### config.mk
export PLATFORM = sky130hd
export DESIGN_NAME = sram512x64_ctrl
export DESIGN_NICKNAME = d
export VERILOG_FILES = /design/src/rtl/sram512x64_ctrl_pkg.sv /design/src/rtl/sram512x64_rsp_fifo.sv /design/src/rtl/sram512x64_ctrl.sv
export SDC_FILE = /design/constraint.sdc
export NUM_CORES = 1
export LEC_CHECK = 0
export BUFFER_PORTS_ARGS = -buffer_cell sky130_fd_sc_hd__clkbuf_2
export CAP_MARGIN = 40
export CORE_MARGIN = 1.5
export CORE_UTILIZATION = 25
export CTS_CLUSTER_SIZE = 24
export DETAILED_ROUTE_END_ITERATION = 16
export SLEW_MARGIN = 10
export SYNTH_ARGS = -nofsm -noshare
export SYNTH_HDL_FRONTEND = slang
export SYNTH_SLANG_ARGS = --single-unit
### constraint.sdc
create_clock -name clk -period 4.05 [get_ports clk]
set_input_delay 0.81 -clock clk [delete_from_list [all_inputs] [get_ports clk]]
set_output_delay 0.81 -clock clk [all_outputs]
set_load 0.005 [all_outputs]
### src/rtl/sram512x64_ctrl_pkg.sv
// Shared widths, FSM state encoding and byte-enable expansion for the
// sram512x64 controller and its response buffer.
package sram512x64_ctrl_pkg;

    localparam int ADDR_W    = 9;
    localparam int DATA_W    = 64;
    localparam int BE_W      = 8;
    localparam int RSP_DEPTH = 2;
    localparam int CNT_W     = $clog2(RSP_DEPTH + 1);
    localparam int PTR_W     = $clog2(RSP_DEPTH);

    typedef enum logic [1:0] {
        ACTIVE = 2'd0,
        SLEEP  = 2'd1,
        WAKE   = 2'd2
    } state_t;

    // Each byte-enable bit becomes eight identical bit-write-mask bits.
    function automatic logic [DATA_W-1:0] be_to_bw(input logic [BE_W-1:0] be);
        logic [DATA_W-1:0] bw;
        bw = '0;
        for (int i = 0; i < BE_W; i++) begin
            bw[8*i +: 8] = {8{be[i]}};
        end
        return bw;
    endfunction

endpackage

### src/rtl/sram512x64_rsp_fifo.sv
// Small circular response buffer holding read words the consumer has not
// yet taken; reports its occupancy so the controller can track credits.
module sram512x64_rsp_fifo
    import sram512x64_ctrl_pkg::*;
(
    input  logic              clk,
    input  logic              reset,
    input  logic              push,
    input  logic [DATA_W-1:0] push_data,
    input  logic              pop,
    output logic [DATA_W-1:0] head,
    output logic [CNT_W-1:0]  count
);

    localparam logic [PTR_W-1:0] PTR_LAST = PTR_W'(RSP_DEPTH - 1);
    localparam logic [CNT_W-1:0] CNT_FULL = CNT_W'(RSP_DEPTH);

    logic [DATA_W-1:0] mem [RSP_DEPTH];
    logic [PTR_W-1:0]  wr_ptr;
    logic [PTR_W-1:0]  rd_ptr;
    logic              do_push;
    logic              do_pop;

    function automatic logic [PTR_W-1:0] ptr_inc(input logic [PTR_W-1:0] p);
        return (p == PTR_LAST) ? '0 : p + PTR_W'(1);
    endfunction

    // A pop frees a slot in the same cycle, so a push into a full buffer
    // is still safe when it coincides with a pop.
    assign do_pop  = pop && (count != '0);
    assign do_push = push && ((count != CNT_FULL) || do_pop);

    always_ff @(posedge clk) begin
        if (reset) begin
            wr_ptr <= '0;
            rd_ptr <= '0;
            count  <= '0;
        end else begin
            if (do_push) begin
                wr_ptr <= ptr_inc(wr_ptr);
            end
            if (do_pop) begin
                rd_ptr <= ptr_inc(rd_ptr);
            end
            case ({do_push, do_pop})
                2'b10:   count <= count + CNT_W'(1);
                2'b01:   count <= count - CNT_W'(1);
                default: count <= count;
            endcase
        end
    end

    always_ff @(posedge clk) begin
        if (do_push) begin
            mem[wr_ptr] <= push_data;
        end
    end

    assign head = mem[rd_ptr];

endmodule

### src/rtl/sram512x64_ctrl.sv
// Initiator-side controller for one sram512x64 macro: write/read request
// channels, buffered read responses and deep-sleep sequencing.
// Optional build macro SRAM512X64_CTRL_WR_FWD_EN: forward a same-cycle,
// same-address write into the read response.
module sram512x64_ctrl
    import sram512x64_ctrl_pkg::*;
#(
    parameter int WAKE_CYCLES = 2
) (
    input  logic              clk,
    input  logic              reset,
    input  logic              wr_valid,
    output logic              wr_ready,
    input  logic [ADDR_W-1:0] wr_addr,
    input  logic [DATA_W-1:0] wr_data,
    input  logic [BE_W-1:0]   wr_be,
    input  logic              rd_valid,
    output logic              rd_ready,
    input  logic [ADDR_W-1:0] rd_addr,
    output logic              rsp_valid,
    input  logic              rsp_ready,
    output logic [DATA_W-1:0] rsp_data,
    input  logic              sleep_req,
    output logic              asleep,
    output logic              cenA,
    output logic              cenB,
    output logic [ADDR_W-1:0] aA,
    output logic [ADDR_W-1:0] aB,
    output logic [DATA_W-1:0] d,
    output logic [DATA_W-1:0] bw,
    output logic              deepsleep,
    output logic              powergate,
    input  logic [DATA_W-1:0] q
);

    localparam int WCNT_W = (WAKE_CYCLES > 1) ? $clog2(WAKE_CYCLES) : 1;
    localparam logic [WCNT_W-1:0] WAKE_LAST = WCNT_W'((WAKE_CYCLES > 0) ? WAKE_CYCLES - 1 : 0);
    localparam logic [CNT_W:0]    CREDIT_MAX = (CNT_W + 1)'(RSP_DEPTH);

    state_t            state;
    logic [WCNT_W-1:0] wake_cnt;
    logic              ready_base;
    logic              wr_acc_p0;
    logic              rd_acc_p0;
    logic [CNT_W:0]    credits;
    logic              vld_p1;
    logic [DATA_W-1:0] q_p1;
    logic [DATA_W-1:0] fifo_head;
    logic [CNT_W-1:0]  fifo_cnt;
    logic              fifo_empty;
    logic              fifo_push;
    logic              fifo_pop;

    // Stage p0: request acceptance drives the macro pins combinationally.
    assign ready_base = (state == ACTIVE) && !reset && !sleep_req;
    assign credits    = {1'b0, fifo_cnt} + (CNT_W + 1)'(vld_p1);
    assign wr_ready   = ready_base;
    assign rd_ready   = ready_base && (credits < CREDIT_MAX);
    assign wr_acc_p0  = wr_valid && wr_ready;
    assign rd_acc_p0  = rd_valid && rd_ready;

    assign cenB      = !(wr_acc_p0 && (wr_be != '0));
    assign aB        = wr_addr;
    assign d         = wr_data;
    assign bw        = be_to_bw(wr_be);
    assign cenA      = !rd_acc_p0;
    assign aA        = rd_addr;
    assign powergate = 1'b0;

    // Stage p1: the macro presents q for the read accepted last cycle.
    always_ff @(posedge clk) begin
        if (reset) begin
            vld_p1 <= 1'b0;
        end else begin
            vld_p1 <= rd_acc_p0;
        end
    end

`ifdef SRAM512X64_CTRL_WR_FWD_EN
    logic              fwd_vld_p1;
    logic [DATA_W-1:0] fwd_data_p1;
    logic [DATA_W-1:0] fwd_bw_p1;

    always_ff @(posedge clk) begin
        if (reset) begin
            fwd_vld_p1 <= 1'b0;
        end else begin
            fwd_vld_p1 <= wr_acc_p0 && rd_acc_p0 && (wr_addr == rd_addr);
        end
    end

    always_ff @(posedge clk) begin
        fwd_data_p1 <= wr_data;
        fwd_bw_p1   <= bw;
    end

    // The macro reads before it writes, so overlay the colliding write here.
    assign q_p1 = fwd_vld_p1 ? ((q & ~fwd_bw_p1) | (fwd_data_p1 & fwd_bw_p1)) : q;
`else
    assign q_p1 = q;
`endif

    assign fifo_empty = (fifo_cnt == '0);
    assign rsp_valid  = vld_p1 || !fifo_empty;
    assign rsp_data   = fifo_empty ? q_p1 : fifo_head;
    assign fifo_pop   = !fifo_empty && rsp_ready;
    // q is only valid for one cycle; park it unless it leaves via bypass now.
    assign fifo_push  = vld_p1 && !(fifo_empty && rsp_ready);

    sram512x64_rsp_fifo u_rsp_fifo (
        .clk       (clk),
        .reset     (reset),
        .push      (fifo_push),
        .push_data (q_p1),
        .pop       (fifo_pop),
        .head      (fifo_head),
        .count     (fifo_cnt)
    );

    always_ff @(posedge clk) begin
        if (reset) begin
            state     <= ACTIVE;
            asleep    <= 1'b0;
            deepsleep <= 1'b0;
            wake_cnt  <= '0;
        end else begin
            case (state)
                ACTIVE: begin
                    if (sleep_req && !vld_p1 && fifo_empty) begin
                        state     <= SLEEP;
                        asleep    <= 1'b1;
                        deepsleep <= 1'b1;
                    end
                end
                SLEEP: begin
                    if (!sleep_req) begin
                        state     <= WAKE;
                        asleep    <= 1'b0;
                        deepsleep <= 1'b0;
                        wake_cnt  <= '0;
                    end
                end
                WAKE: begin
                    if (wake_cnt == WAKE_LAST) begin
                        state    <= ACTIVE;
                        wake_cnt <= '0;
                    end else begin
                        wake_cnt <= wake_cnt + WCNT_W'(1);
                    end
                end
                default: begin
                    state     <= ACTIVE;
                    asleep    <= 1'b0;
                    deepsleep <= 1'b0;
                end
            endcase
        end
    end

endmodule

==> PnR_summary.wiki <==
{| class="wikitable"
! Metric !! Value
|-
| Detailed Route Iter0 Violations || 193
|-
| Final setup vio count || 0
|-
| Count of clock tree sinks || 138
|-
| Die Outline Area || 28,000 sq um
|-
| Count of maximum capacitance violations || 0
|-
| Category of the most critical setup path || reg -> out
|-
| Most area-hungry cell type in the Yosys netlist || sky130_fd_sc_hd__edfxtp_1
|-
| Synth cell types || 33
|-
| Primary FF master, synth || sky130_fd_sc_hd__edfxtp_1
|-
| Vias per cell || 4.09
|-
| Average cell area after synthesis || 12.3 sq um
|-
| Met1 routed wirelength after detailed routing || 5.82 mm
|-
| Post-CTS setup buffer count || 0
|-
| Number of flops mapped to enable cells by yosys || 128
|-
| Summed instance area of the synthesized netlist || 6760 sq um
|-
| Latest clock arrival within the worst-skew pair || 0.41 ns
|-
| Die Height || 167 um
|-
| Series of cell instances along the critical path || or2_4, buf_12, nor2_1, a21oi_1, clkbuf_2
|-
| Count of H-tree levels built during CTS || 4
|-
| Outcome || completed
|-
| Clock transition at the registers of the reported paths || 0.05 ns
|-
| Post-Layout Cell Count || 971
|-
| Max Fclk || 325 MHz
|-
| Number of gates resized after CTS || 0
|-
| Final clock period utilization by the worst path || 0.760
|-
| Count of input and output buffers || 212
|-
| Global-route usage over all layers || 0.104
|-
| TritonRoute pass-1 iters || 5
|-
| Placed insts || 939
|-
| Maximum clock path buffer count || 2
|-
| Number of synthesized register bits || 138
|-
| DRT antenna net count || 0
|-
| Actual transition at the worst max-transition pin || 0.730 ns
|-
| Slowest stage delay, CP || 0.60 ns
|-
| Cell type of the slowest stage on the worst timing path || sky130_fd_sc_hd__or2_4
|-
| Crit-path max FO || 66
|-
| Horiz. Die Dim || 167 um
|-
| Worst clock skew || 0.00776 ns
|-
| Met3 wire length || 1.06 mm
|-
| Count of boundary I/O pins || 378
|-
| Total power || 3660 uW
|-
| Effective utilization at floorplan || 0.253
|-
| Instance count of the mapped netlist || 549
|-
| Nature of the critical path endpoint || primary output
|-
| Endpoints failing hold || 0
|-
| Hold WC Path Type || reg -> reg
|-
| Commonest non-fill, non-tap cells in the layout || sky130_fd_sc_hd__clkbuf_2, sky130_fd_sc_hd__edfxtp_1, sky130_fd_sc_hd__nor2_1, sky130_fd_sc_hd__a21oi_1, sky130_fd_sc_hd__mux2i_1
|-
| Total Nets Final || 778
|-
| Routability Congestion || 0.739
|-
| Normalized max-slew margin || 0.508
|-
| Hpwl dp || 10.7 mm
|-
| Count of filler cells inserted in the layout || 2,787
|-
| Via count of the first global-routing pass || 3,568
|-
| Worst EP arrival || 2.27 ns
|-
| Clock tree from TritonCTS || yes
|-
| Num rows || 60
|-
| Largest net degree at the start of global routing || 67
|-
| Number of buffers created by CTS || 17
|-
| Register area share after synthesis || 0.598
|-
| Antenna violations before repair || 0
|-
| Detailed route wirelength on metal2 || 7.53 mm
|-
| Post-CTS Hold Fix Bufs || 0
|-
| Post-detailed-routing wire length || 14.8 mm
|-
| CP Launch Type || register
|-
| Final-report max-slew violation count || 0
|-
| Biggest area contributors in the synthesized netlist || sky130_fd_sc_hd__edfxtp_1, sky130_fd_sc_hd__buf_4, sky130_fd_sc_hd__mux2i_1, sky130_fd_sc_hd__a21oi_1, sky130_fd_sc_hd__nor2_1
|-
| RSZ-0062 raised after global routing || no
|-
| Cell Pwr Density || 472 nW/um^2
|-
| Highest metal layer with signal wires || met4
|-
| Via count || 3,974
|-
| Most frequent standard cell in the layout excluding fill and tap cells || sky130_fd_sc_hd__clkbuf_2
|-
| Fraction of registers with async set or reset after synthesis || 0
|-
| DR WL/cell || 15.2 um
|-
| Crit path time final || 3.08 ns
|-
| Leakage component of the power || 0.00290 uW
|-
| First-pass GRT wire length || 21.6 mm
|-
| Share of post-route cells with drive strength above 1 || 0.400
|-
| Syn. warnings || 0
|-
| Largest voltage drop on the vdd net || 0.199 mV
|-
| Setup TNS || 0 ns
|-
| Total nets after synthesis || 710
|-
| Area delta synth->final || 14.6%
|-
| Share of the synthesized area in the top cell type || 0.569
|-
| Core area || 26,700 sq um
|-
| Sum of overflow across all layers after global routing || 0
|-
| Cell at the root of the clock tree || sky130_fd_sc_hd__clkbuf_16
|-
| Required time of the critical path || 3.24 ns
|-
| Number of DRC violations after detailed routing || 0
|-
| Final Core Density || 0.290
|-
| Total inserted antenna cells || 0
|}
state kept, by name, indices dropped and copies added (netlist names), named ones only:
signal             count
u_rsp_fifo.mem       128
u_rsp_fifo.count       2
wake_cnt               1
u_rsp_fifo.wr_ptr      1
state                  2
vld_p1                 1
u_rsp_fifo.rd_ptr      1
deepsleep              1
cell type report:
type,count,area [sq um],area share
sequential,138,4050,0.523
multi-input combinational,234,1490,0.193
timing repair buffer,220,1170,0.151
clock buffer,19,433,0.0559
tap,341,427,0.0551
clock inverter,13,150,0.0194
inverter,6,22.5,0.00291
power breakdown:
part | internal [uW] | switching [uW] | total (uW) | leakage, uW
combinational | 227 | 275 | 502 | 0.00138
clock | 963 | 575 | 1540 | 0.000281
sequential | 1590 | 28.8 | 1620 | 0.00124
synth_stat cells (all sizes together) (2+ instances only):
| cell | n |
|---|---|
| mux2i | 65 |
| inv | 6 |
| xor2 | 2 |
| edfxtp | 128 |
| or3 | 3 |
| clkbuf | 8 |
| xnor2 | 3 |
| buf | 163 |
| dfxtp | 10 |
| nor2 | 71 |
| nor4 | 3 |
| o21ai | 3 |
| a21oi | 67 |
| a211oi | 2 |
| nor3b | 2 |
worst max-delay path, delay by kind of cell, from the launching register on:
family,cells,cell delay (ns)
flip-flops,1,0.49
AO/OA/AOI/OAI,1,0.20
AND/OR/NAND/NOR,2,0.67
buffers and inverters,2,0.47
kinds of logic (layout without fill, tap and decap cells):
logic type | Yosys count | after routing | share of synthesized area
xor gates and xnor gates | 5 | 5 | 0.00648
AOI/OAI and AO/OA | 75 | 75 | 0.0585
DFF | 138 | 138 | 0.598
other | 1 | 1 | 0.000555
muxes | 65 | 65 | 0.0962
and+or+nand+nor | 87 | 87 | 0.0548
adders and majority gates | 1 | 1 | 0.00185
buffers and inverters | 177 | 258 | 0.183
path summary, 6_finish.rpt:
check | cells after the start | slack, ns | endpoint | startpoint
setup / recovery | 5 | 0.97 | rsp_data[5] | u_rsp_fifo.count[0]
hold / removal | 2 | 0.51 | register | u_rsp_fifo.rd_ptr
setup reg to reg | 4 | 1.88 | u_rsp_fifo.mem[1][11] | u_rsp_fifo.count[1]
hold reg to reg | 2 | 0.51 | register | u_rsp_fifo.rd_ptr
stage by stage:
stage | worst slack [ns] | cell area (sq um) | hold slack [ns]
floorplan | -0.286 | 6760 | 0.472
detailed placement | 1.30 | 7160 | 0.493
finish | 0.971 | 7740 | 0.505
global placement | 1.31 | 7160 | 0.487
CTS | 0.840 | 7740 | 0.512
global route | 0.705 | 7740 | 0.544
layer usage:
| layer | up-vias | global-route usage |
|---|---|---|
| met3 | 25 | 0.0357 |
| met1 | 1826 | 0.115 |
| met2 | 203 | 0.181 |
| li1 | 1920 | - |
| met4 | 0 | 0.0478 |
| met5 | - | 0 |
(Power assumes the default switching activity.)
